<file path="config.mk">
export PLATFORM = sky130hd
export DESIGN_NAME = instr_fetch
export DESIGN_NICKNAME = d
export VERILOG_FILES = /design/src/rtl/cpu_pkg.sv /design/src/rtl/instr_fetch.sv
export SDC_FILE = /design/constraint.sdc
export NUM_CORES = 1
export LEC_CHECK = 0
export ABC_AREA = 1
export BUFFER_PORTS_ARGS = -buffer_cell sky130_fd_sc_hd__buf_2
export CORE_ASPECT_RATIO = 0.7
export CORE_UTILIZATION = 47
export DETAILED_ROUTE_END_ITERATION = 10
export GPL_TIMING_DRIVEN = 1
export MAX_ROUTING_LAYER = met4
export PLACE_DENSITY = 0.79
export SETUP_SLACK_MARGIN = 0.5
export SLEW_MARGIN = 0
export SYNTH_ARGS = -nofsm -noshare
export SYNTH_HDL_FRONTEND = slang
export SYNTH_SLANG_ARGS = --single-unit
</file>
<file path="constraint.sdc">
create_clock -name clk -period 1.4 [get_ports clk]
set_input_delay 0.07 -clock clk [delete_from_list [all_inputs] [get_ports clk]]
set_output_delay 0.07 -clock clk [all_outputs]
set_load 0.02 [all_outputs]
</file>
<file path="src/rtl/cpu_pkg.sv">
// Shared CPU definitions: instruction width and the fetch-unit state encoding.
package cpu_pkg;

  // Width of one instruction word.
  localparam int INSTR_W = 10;

  // States of the instruction fetch sequencer.
  typedef enum logic [2:0] {
    S_IDLE = 3'd0,
    S_REQ  = 3'd1,
    S_WAIT = 3'd2,
    S_LOAD = 3'd3,
    S_EXEC = 3'd4
  } fetch_state_t;

endpackage

</file>
<file path="src/rtl/instr_fetch.sv">
// Instruction fetch sequencer.
// Owns the program counter. For each instruction it issues a one-cycle read
// strobe, waits for the memory response (re-issuing the read on timeout),
// presents the word to the instruction register with a one-cycle load strobe,
// then waits for the core to finish executing it before fetching the next one.
module instr_fetch
  import cpu_pkg::*;
#(
  parameter int                ADDR_W   = 8,
  parameter logic [ADDR_W-1:0] RESET_PC = '0,
  parameter int                TIMEOUT  = 15
) (
  input  logic               clk,
  input  logic               rst,
  input  logic               start,
  output logic               mem_req,
  output logic [ADDR_W-1:0]  mem_addr,
  input  logic [INSTR_W-1:0] mem_rdata,
  input  logic               mem_rvalid,
  output logic [INSTR_W-1:0] instr_IRload,
  output logic               IRload,
  input  logic               exec_done,
  input  logic               pc_load,
  input  logic [ADDR_W-1:0]  pc_target,
  input  logic               halt,
  output logic [ADDR_W-1:0]  pc,
  output logic               busy,
  output logic               fetch_err
);

  // The counter must be able to hold TIMEOUT-1, the value at which the
  // final silent WAIT cycle is recognised.
  localparam int               CNT_W    = (TIMEOUT < 2) ? 1 : $clog2(TIMEOUT);
  localparam logic [CNT_W-1:0] CNT_LAST = CNT_W'(TIMEOUT - 1);

  fetch_state_t       state_reg, state_next;
  logic [ADDR_W-1:0]  pc_reg, pc_next;
  logic [CNT_W-1:0]   cnt_reg, cnt_next;
  logic [INSTR_W-1:0] instr_reg, instr_next;
  logic               err_reg, err_next;

  // State register; reset returns to IDLE from anywhere, dropping any
  // response that is still in flight.
  always_ff @(posedge clk) begin
    if (rst) begin
      state_reg <= S_IDLE;
    end else begin
      state_reg <= state_next;
    end
  end

  // Datapath registers: program counter, timeout counter, fetched word and
  // the sticky timeout flag.
  always_ff @(posedge clk) begin
    if (rst) begin
      pc_reg    <= RESET_PC;
      cnt_reg   <= '0;
      instr_reg <= '0;
      err_reg   <= 1'b0;
    end else begin
      pc_reg    <= pc_next;
      cnt_reg   <= cnt_next;
      instr_reg <= instr_next;
      err_reg   <= err_next;
    end
  end

  // Next-state and datapath update logic; every value holds unless a state
  // below says otherwise.
  always_comb begin
    state_next = state_reg;
    pc_next    = pc_reg;
    cnt_next   = cnt_reg;
    instr_next = instr_reg;
    err_next   = err_reg;

    case (state_reg)
      S_IDLE: begin
        if (start) begin
          state_next = S_REQ;
        end
      end

      S_REQ: begin
        cnt_next   = '0;
        state_next = S_WAIT;
      end

      S_WAIT: begin
        if (mem_rvalid) begin
          // Only a response seen in WAIT reaches the instruction register.
          instr_next = mem_rdata;
          cnt_next   = '0;
          state_next = S_LOAD;
        end else if (cnt_reg == CNT_LAST) begin
          // This is the TIMEOUT-th silent cycle: flag it and retry the
          // same address.
          err_next   = 1'b1;
          cnt_next   = '0;
          state_next = S_REQ;
        end else begin
          cnt_next = cnt_reg + CNT_W'(1);
        end
      end

      S_LOAD: begin
        // Natural wrap from the top address back to zero.
        pc_next    = pc_reg + ADDR_W'(1);
        state_next = S_EXEC;
      end

      S_EXEC: begin
        if (exec_done) begin
          // A taken branch replaces the increment done in LOAD; it is
          // applied even when halting so the next start fetches the target.
          if (pc_load) begin
            pc_next = pc_target;
          end
          state_next = halt ? S_IDLE : S_REQ;
        end
      end

      default: begin
        state_next = S_IDLE;
      end
    endcase
  end

  // Outputs are decoded from the state and registers only, never from inputs.
  assign mem_req      = (state_reg == S_REQ);
  assign mem_addr     = ((state_reg == S_REQ) || (state_reg == S_WAIT)) ? pc_reg : '0;
  assign IRload       = (state_reg == S_LOAD);
  assign busy         = (state_reg != S_IDLE);
  assign instr_IRload = instr_reg;
  assign fetch_err    = err_reg;
  assign pc           = pc_reg;

endmodule

</file>
==> metrics.md, run 1 <==
| Metric | Value |
|---|---|
| Outcome | finished with violations |
| Violated checks | setup timing |
| Max reg flops | 10 |
| Final hold vios | 0 |
| Drt total wl | 6291 µm |
| Setup CP Type | reg -> reg |
| H-tree depth | 1 |
| Core area | 2571 µm² |
| Critical Path, Cell by Cell | inv_4 -> nor2_4 -> nand2_4 -> nand2_8 -> buf_4 -> nand2_1 -> or2_1 -> a21oi_1 |
| Async SR Flop Fraction | 0 |
| Critical Path RT | 1.59 ns |
| Peak supply drop | ~0.90 mV |
| Hold WC Path Type | in -> reg |
| Reg2reg path depth | 8 |
| Power share of the combinational group | 0.373 |
| Crit Path Max Fanout | 4 |
| Filler instances | a little under 90 |
| Hold_buf cts | 0 |
| Cell with the most instances after synthesis | nor2_1 |
| Reg2reg start | state_reg[1]$_SDFFE_PP0P_ |
| Final estimated routing congestion in global placement | between 0.8 and 0.9 |
| Clock buffer count from CTS | 3 |
| Vias per inst | 6.056 |
| Max-slew violations | 0 |
| Crit start category | register |
| Clock period minus worst slack | around 1.6 ns |
| Gr ovfl total | 0 |
| Routed via count | 1932 |
| Clock power frac | 0.270 |
| Fraction of layout instances using a drive strength above 1 | 0.5544 |
| Leakage power | 1.073 nW |
| R2R Path End | cnt_reg[2]$_SDFFE_PP0N_ |
| First-pass GRT wire length | 6320 µm |
| Root Buffer | clkbuf_8 |
| Largest net degree at the start of global routing | 19 |
| CTS tree | yes |
| Antenna viol nets, final | 0 |
| Cells after Synth | 204 |
| Detailed placement HPWL | about 2400 µm |
| Worst path max stage delay | 0.38 ns |
| Synth top cells by count | nor2_1, nand2_1, dfxtp_1, inv_1, o21ai_0 |
| Syn_area_per_cell | 6.489 µm² |
| Row cnt | 15 |
| Die area | 3036 µm² |
| Detailed Routing Iterations Pass 1 | 8 |
| Clock-pin slew on the worst setup and hold paths | 0.10 ns |
| PortBufs | 54 |
| EDFF count, synth | 0 |
| Max-slew headroom | 0.6001 |
| Setup crit end | cnt_reg[2]$_SDFFE_PP0N_ |
| Syn Nets | 232 |
| DRC Markers | 0 |
| CP max stage cell | dfxtp_2 |
| Max Clk Rate | 630.4 MHz |
| Vias in the first global route | 1363 |
| Drt wl/cell | 19.72 µm |
| Crit. End Element | register |
| Sw Ratio | 0.3572 |
| Area Growth Syn to Fin | 77.60% |
| Number of diodes | 0 |
| Bufs on Longest Clock Path | 2 |
| Die W | around 65 µm |
| GRT Util Overall | 0.2919 |
| Top cell type's share of synthesized area | 0.3932 |
| Iteration-0 DRC count of the detailed router | between 400 and 500 |
| Max-cap violations | 0 |
| RSZ-0062 raised after global routing | yes |
| Count of warnings emitted by yosys | 0 |
| Initial antenna violation count | 0 |
| Worst setup path startpoint | state_reg[1]$_SDFFE_PP0P_ |
| Worst-case clock skew | 0.01067 ns |
| Seq pwr share | 0.356 |
| Final layout net count | between 300 and 400 |
| Number of top-level pins | 55 |
| Die Ht | about 46 µm |
| Cell area after synthesis | 1324 µm² |
| Seq cells post-synth | 26 |
| Worst-skew pair later-pin latency | 0.28 ns |
| Cell types occupying the most area after synthesis | dfxtp_1, nor2_1, nand2_1 |
| Endpoints failing setup | 24 |
| Post-synth top flop | dfxtp_1 |
| Sequential-to-total area share from yosys stat | 0.3932 |
| Final setup margin | -0.1864 ns |
| Worst slew pin tran | 0.5991 ns |
| Total power | about 2.4 mW |
| Initial core utilization | 0.5148 |
| Synth unique cells | 23 |
| Largest area contributor in the netlist | dfxtp_1 |
| Setup slack, reg-to-reg | -0.19 ns |
| DP Cell Count | between 200 and 300 |
| Fin crit share | 1.133 |
| Total power divided by cell area | 1013 nW/µm² |
| Int Pwr | approximately 1.5 mW |
| CTS sink cnt | 26 |
| Non-filler cells, final | 319 |
| Crit path DAT | 1.78 ns |
| Switching pwr | 0.8511 mW |
[worst min path at each step]
| stage | startpoint | end | depth (start not counted) |
|---|---|---|---|
| 2_1_floorplan | rst | state_reg[2]$_SDFFE_PP0P_ | 1 |
| 3_3_place_gp | mem_rdata[5] | instr_IRload[5]$_SDFFE_PP0P_ | 3 |
| 3_5_place_dp | mem_rdata[8] | instr_IRload[8]$_SDFFE_PP0P_ | 3 |
| 4_1_cts | mem_rdata[8] | instr_IRload[8]$_SDFFE_PP0P_ | 3 |
| 5_1_grt | mem_rdata[9] | instr_IRload[9]$_SDFFE_PP0P_ | 3 |
| 6_report | mem_rdata[9] | instr_IRload[9]$_SDFFE_PP0P_ | 3 |
[critical path, delay by kind of cell (launching register included)]
family                 cells  cell delay, ns
AO/OA/AOI/OAI              1            0.22
buffers and inverters      2            0.21
flip-flops                 1            0.38
AND/OR/NAND/NOR            5            0.68
[placed cells by master (no fill, tap or decap), drive strengths merged]
cell type  instances
clkbuf             3
nor3               3
nor2              49
o211ai             1
nand3             10
bufinv             1
or2                1
o22ai              3
inv               29
o21ai             21
a31oi              1
xor2               1
dfxtp             26
buf               80
a21oi              9
nand2             44
ha                 3
[per-stage QoR]
step	instance area, µm²	utilization	setup TNS, ns	hold WS (ns)	setup slack (ns)
floorplan	1399	-	0	0.1317	0.3059
finish	2351	0.9144	-1.456	0.01490	-0.1864
CTS	2018	0.7849	0	0.01080	0.08518
global route	2351	0.9144	-2.247	0.01125	-0.2458
global placement	1695	0.6594	0	0.2918	0.1610
detailed placement	1695	0.6594	0	0.2990	0.1337
[layout make-up]
cell class / count / area, µm² / share of cell area
multi-input cells: 146 / 972.2 / 0.4135
clock buffers: 3 / 41.29 / 0.01756
well taps: 34 / 42.54 / 0.01809
clock inverters: 1 / 30.03 / 0.01277
inverters: 28 / 132.6 / 0.05641
flip-flops and latches: 26 / 546.8 / 0.2326
repair buffers: 80 / 576.8 / 0.2453
repair inverters: 1 / 8.758 / 0.003725
[kinds of logic (layout without fill, tap and decap cells)]
kind of cell	Yosys count	after routing	synth area share
adder cells (fa/ha/maj)	3	3	0.02836
XOR/XNOR	1	1	0.006617
buffers and inverters	33	113	0.1021
AND/OR/NAND/NOR	106	107	0.3318
AO/OA/AOI/OAI	35	35	0.1380
flip-flops	26	26	0.3932
[what timing repair did]
| item | in CTS | in global routing |
|---|---|---|
| resized for setup | 53 | 66 |
| setup buffers | 11 | 12 |
| gates cloned | 1 | 1 |
| endpoints found under the setup margin | 39 | 44 |
| pin swaps | 6 | 12 |
[routing by layer]
metal  wire, µm  part of all wire  global-route usage
met1       2296              0.36              0.3767
met2       2710              0.43              0.4619
met3        860              0.14             0.06931
met4        423             0.067             0.07826
met5          0                 0                   -
[power groups by stage]
| stage | Combinational, mW | Sequential (mW) | Clock, mW |
|---|---|---|---|
| final | 0.889 | 0.849 | 0.644 |
| after global routing | 0.929 | 0.851 | 0.673 |
| after CTS | 0.606 | 0.838 | 0.635 |
| after detailed placement | 0.423 | 0.848 | 0 |
| after global placement | 0.420 | 0.847 | 0 |
| after floorplan | 0.264 | 0.877 | 0 |
No activity file was read; power rests on OpenSTA's default activity.
==> run 2, diff against run 1 <==
--- a/config.mk
+++ b/config.mk
@@ -5,10 +5,9 @@
 export SDC_FILE = /design/constraint.sdc
 export NUM_CORES = 1
 export LEC_CHECK = 0
-export ABC_AREA = 1
 export BUFFER_PORTS_ARGS = -buffer_cell sky130_fd_sc_hd__buf_2
 export CORE_ASPECT_RATIO = 0.7
-export CORE_UTILIZATION = 47
+export CORE_UTILIZATION = 48
 export DETAILED_ROUTE_END_ITERATION = 10
 export GPL_TIMING_DRIVEN = 1
 export MAX_ROUTING_LAYER = met4
==> metrics.md, run 2 <==
| Metric | Value |
|---|---|
| Die W | 66 µm (was 65.43 µm) |
| Sequential-to-total area share from yosys stat | 0.3782 (was 0.3932) |
| Seq cells post-synth | 26 (unchanged) |
| Count of warnings emitted by yosys | 0 (unchanged) |
| Clock buffer count from CTS | 3 (unchanged) |
| EDFF count, synth | 0 (unchanged) |
| Stop err | [ERROR GRT-0232] Routing congestion too high. Check the congestion heatmap in the GUI. |
| Syn Nets | 198 (was 232) |
| Grt repair worst endpoint | pc[7]$_SDFFE_PP0P_/D |
| Die Ht | 46.80 µm (was 46.40 µm) |
| H-tree depth | 1 (unchanged) |
| Largest net degree at the start of global routing | 16 |
| Root Buffer | clkbuf_8 (unchanged) |
| CTS sink cnt | 26 (unchanged) |
| Final estimated routing congestion in global placement | 0.8669 (was 0.8372) |
| Synth top cells by count | nand2_1, dfxtp_1, a21oi_1 (was nor2_1, nand2_1, dfxtp_1, inv_1, o21ai_0) |
| Exit stage | global routing |
| Largest area contributor in the netlist | dfxtp_1 (unchanged) |
| Number of top-level pins | 55 (unchanged) |
| Post-DP Area | 1784 µm² (was 1695 µm²) |
| Hold_buf cts | 0 (unchanged) |
| Top cell type's share of synthesized area | 0.3782 (was 0.3932) |
| Cells after Synth | 170 (was 204) |
| Post-synth top flop | dfxtp_1 (unchanged) |
| Bufs on Longest Clock Path | 2 (unchanged) |
| Worst End Pin Type | register input |
| Detailed placement HPWL | 2718 µm (was 2401 µm) |
| PortBufs | 54 (unchanged) |
| Row cnt | 15 (unchanged) |
| Outcome | did not finish (was finished with violations) |
| Cell area after synthesis | 1376 µm² (was 1324 µm²) |
| GRT Util Overall | 0.8064 |
| Async SR Flop Fraction | 0 (unchanged) |
| Synth unique cells | 43 (was 23) |
| Initial core utilization | 0.5314 (was 0.5148) |
| Cell with the most instances after synthesis | nand2_1 (was nor2_1) |
| Syn_area_per_cell | 8.096 µm² (was 6.489 µm²) |
| Cell types occupying the most area after synthesis | dfxtp_1, nand2_1, a21oi_1 (was dfxtp_1, nor2_1, nand2_1) |
| Gr ovfl total | 74 |
[run 2: through the flow]
step,instances,worst slack [ns]
after CTS,283,-0.04739
after floorplan,170,0.03848
after detailed placement,262,-0.1008
after global placement,262,-0.03016
[run 2: logic make-up after synthesis]
logic type                 share of synthesized area
and+or+nand+nor                               0.3191
AOI/OAI and AO/OA                             0.2037
DFF                                           0.3782
buffers and inverters                        0.05818
adders and majority gates                    0.02728
xor gates and xnor gates                    0.006365
muxes                                       0.007273
[run 2: what timing repair did]
item,CTS
endpoints found under the setup margin,45
gates resized for setup,103
cloned,2
buffers inserted,15
pin swaps,26
hold endpoints to repair,0
[run 2: routing by layer]
| metal | GRT overflow | GRT usage |
|---|---|---|
| met1 | 0 | 0.7396 |
| met2 | 35 | 1.014 |
| met4 | 39 | 1.038 |
| met5 | - | - |
| met3 | 0 | 0.5364 |
==> run 3, diff against run 2 <==
--- a/config.mk
+++ b/config.mk
@@ -6,13 +6,11 @@
 export NUM_CORES = 1
 export LEC_CHECK = 0
 export BUFFER_PORTS_ARGS = -buffer_cell sky130_fd_sc_hd__buf_2
-export CORE_ASPECT_RATIO = 0.7
-export CORE_UTILIZATION = 48
+export CORE_AREA = 2 2 63 65
 export DETAILED_ROUTE_END_ITERATION = 10
+export DIE_AREA = 0 0 65 67
 export GPL_TIMING_DRIVEN = 1
-export MAX_ROUTING_LAYER = met4
-export PLACE_DENSITY = 0.79
-export SETUP_SLACK_MARGIN = 0.5
+export PLACE_DENSITY_LB_ADDON = 0.15
 export SLEW_MARGIN = 0
 export SYNTH_ARGS = -nofsm -noshare
 export SYNTH_HDL_FRONTEND = slang
==> metrics.md, run 3 <==
| Metric | Value |
|---|---|
| Outcome | finished with violations (was did not finish) |
| Violated checks | setup timing |
| Die W | 65 µm (was 66 µm) |
| Top cell type's share of synthesized area | 0.3782 (unchanged) |
| Iteration-0 DRC count of the detailed router | between 80 and 90 |
| Detailed placement HPWL | 2750 µm (was 2718 µm) |
| Routed via count | roughly 1.5k |
| Die area | ~4400 µm² |
| Cell with the most instances after synthesis | nand2_1 (unchanged) |
| Setup slack, reg-to-reg | -0.06 ns |
| Cells after Synth | 170 (unchanged) |
| Post-synth top flop | dfxtp_1 (unchanged) |
| Initial core utilization | 0.3817 (was 0.5314) |
| Reg2reg start | state_reg[0]$_SDFFE_PP0P_ |
| Vias per inst | 4.993 |
| R2R Path End | pc[0]$_SDFFE_PP0P_ |
| Crit Path Max Fanout | 7 |
| Commonest cells after routing, fill and taps aside | buf_2, nand2_1, dfxtp_1, buf_4, a21oi_1 |
| Fraction of layout instances using a drive strength above 1 | 0.4839 |
| Crit start category | register |
| Die Ht | 67 µm (was 46.80 µm) |
| Row cnt | 22 (was 15) |
| Crit path DAT | roughly 1.5 ns |
| H-tree depth | 1 (unchanged) |
| Most common cell after layout, fill and taps aside | buf_2 |
| Number of diodes | 0 |
| Detailed Routing Iterations Pass 1 | 4 |
| Largest net degree at the start of global routing | 21 |
| Synth top cells by count | nand2_1, dfxtp_1, a21oi_1 (unchanged) |
| Final Cell Area | 2180 µm² |
| Fin crit share | 1.084 |
| Worst-skew pair later-pin latency | about 0.28 ns |
| Cell mode on critical path | buf_6 |
| Worst slew pin tran | 0.2927 ns |
| Endpoints failing setup | 15 |
| Hold WC Path Type | in -> reg |
| Max-slew violations | 0 |
| Drt wl/cell | 12.99 µm |
| Synth unique cells | 43 (unchanged) |
| Number of top-level pins | 55 (unchanged) |
| DP Cell Count | 284 (was 262) |
| Crit. End Element | output port |
| Clock buffer count from CTS | 3 (unchanged) |
| Final layout net count | 277 |
| Max reg flops | 10 |
| Worst-case clock skew | 0.005279 ns |
| Critical Path RT | ~1.3 ns |
| First-pass GRT wire length | 6230 µm |
| Clock period minus worst slack | between 1.5 and 2 ns |
| Largest area contributor in the netlist | dfxtp_1 (unchanged) |
| Total power divided by cell area | 852.2 nW/µm² |
| WHS Path Cells | 3 |
| Total Negative Setup Slacks | -1.023 ns |
| Max-slew headroom | 0.8044 |
| Hold EP | instr_IRload[4]$_SDFFE_PP0P_ |
| GRT Util Overall | 0.1883 |
| Seq cells post-synth | 26 (unchanged) |
| Final hold vios | 0 |
| HP Start | mem_rdata[4] |
| Final estimated routing congestion in global placement | 0.7994 (was 0.8669) |
| Area Growth Syn to Fin | 58.36% |
| Initial antenna violation count | 0 |
| Peak supply drop | 0.5043 mV |
| Setup CP Type | reg -> out |
| Post-DP Area | 1849 µm² (was 1784 µm²) |
| Cell area after synthesis | 1376 µm² (unchanged) |
| Leakage power | roughly 0.94 nW |
| Root Buffer | clkbuf_8 (unchanged) |
| Vias in the first global route | 1430 |
| EDFF count, synth | 0 (unchanged) |
| Bufs on Longest Clock Path | 2 (unchanged) |
| DRC Markers | 0 |
| Gr ovfl total | 0 |
| Max-cap violations | 0 |
| Drt total wl | slightly below 4000 µm |
| CP max stage cell | dfxtp_4 |
| Critical Path, Cell by Cell | xor2_2 -> nor2b_4 -> buf_6 -> and2_1 -> buf_6 |
| Async SR Flop Fraction | 0 (unchanged) |
| RSZ-0062 raised after global routing | yes |
| Syn Nets | 198 (unchanged) |
| Count of warnings emitted by yosys | 0 (unchanged) |
| Worst path max stage delay | 0.41 ns |
| Antenna viol nets, final | 0 |
| Clock-pin slew on the worst setup and hold paths | 0.10 ns |
| CTS sink cnt | 26 (unchanged) |
| Max Clk Rate | 659.0 MHz |
| PortBufs | 54 (unchanged) |
| Core area | 3606 µm² |
| Reg2reg path depth | 6 |
| Sequential-to-total area share from yosys stat | 0.3782 (unchanged) |
| CTS tree | yes |
| Cell types occupying the most area after synthesis | dfxtp_1, nand2_1, a21oi_1 (unchanged) |
| Non-filler cells, final | 296 |
| Final setup margin | -0.1174 ns |
| Syn_area_per_cell | 8.096 µm² (unchanged) |
## run 3: worst max-delay path by stage
stage / start / to / slack [ns]
floorplan: state_reg[2]$_SDFFE_PP0P_ / pc[5]$_SDFFE_PP0P_ / 0.006
detailed placement: state_reg[0]$_SDFFE_PP0P_ / pc[6]$_SDFFE_PP0P_ / -0.08
global route: state_reg[1]$_SDFFE_PP0P_ / mem_addr[5] / -0.18
global placement: state_reg[0]$_SDFFE_PP0P_ / pc[6]$_SDFFE_PP0P_ / -0.06
CTS: state_reg[1]$_SDFFE_PP0P_ / mem_addr[2] / -0.12
finish: state_reg[1]$_SDFFE_PP0P_ / mem_addr[4] / -0.12
## run 3: what timing repair did
item,CTS,global route
setup endpoints to repair,26,35
hold buffers,1,0
endpoints found under the hold margin,2,0
buffers inserted,3,4
resized for setup,26,32
pin swaps,9,13
## run 3: per-layer routing
metal  vias to the layer above  wire (µm)  track usage  share of wire
met5                         -          0            0              0
met4                         0         99      0.07979          0.026
met3                        10        129      0.02872          0.034
met2                        32       2001       0.3544           0.52
met1                       687       1615       0.2089           0.42
li1                        749          -            -              -
## run 3: cell type report
cell class / count / area, µm²
clock inverters: 1 / 30.03
inverters: 4 / 15.01
clock buffers: 3 / 41.29
multi-input cells: 130 / 883.3
fillers: 353 / 1426
repair buffers: 84 / 621.8
flip-flops and latches: 26 / 528.0
well taps: 48 / 60.06
## run 3: cell families after synthesis
| logic type | share of synthesized area |
|---|---|
| mux | 0.007273 |
| flops | 0.3782 |
| fa+ha+maj | 0.02728 |
| xor+xnor | 0.006365 |
| simple gates | 0.3191 |
| buf+inv | 0.05818 |
| compound gates | 0.2037 |
## run 3: through the flow
step,total power [mW],hold slack (ns),util,worst slack (ns)
global route,1.936,0.03491,0.6044,-0.1794
finish,1.857,0.01928,0.6044,-0.1174
global placement,1.108,0.3092,0.5128,-0.05620
CTS,1.805,0.01403,0.5687,-0.1153
detailed placement,1.110,0.3013,0.5128,-0.08026
floorplan,0.9649,0.1379,-,0.006151
## run 3: report_power, final
group	internal, mW	switching, mW
Combinational	0.229	0.202
Clock	0.383	0.257
Sequential	0.762	0.0234
## run 3: worst max-delay path: cells and delay by family, from the launching register on
family | cells | cell delay, ns
and+or+nand+nor | 2 | 0.32
buffers and inverters | 2 | 0.25
xor gates and xnor gates | 1 | 0.18
DFF | 1 | 0.41
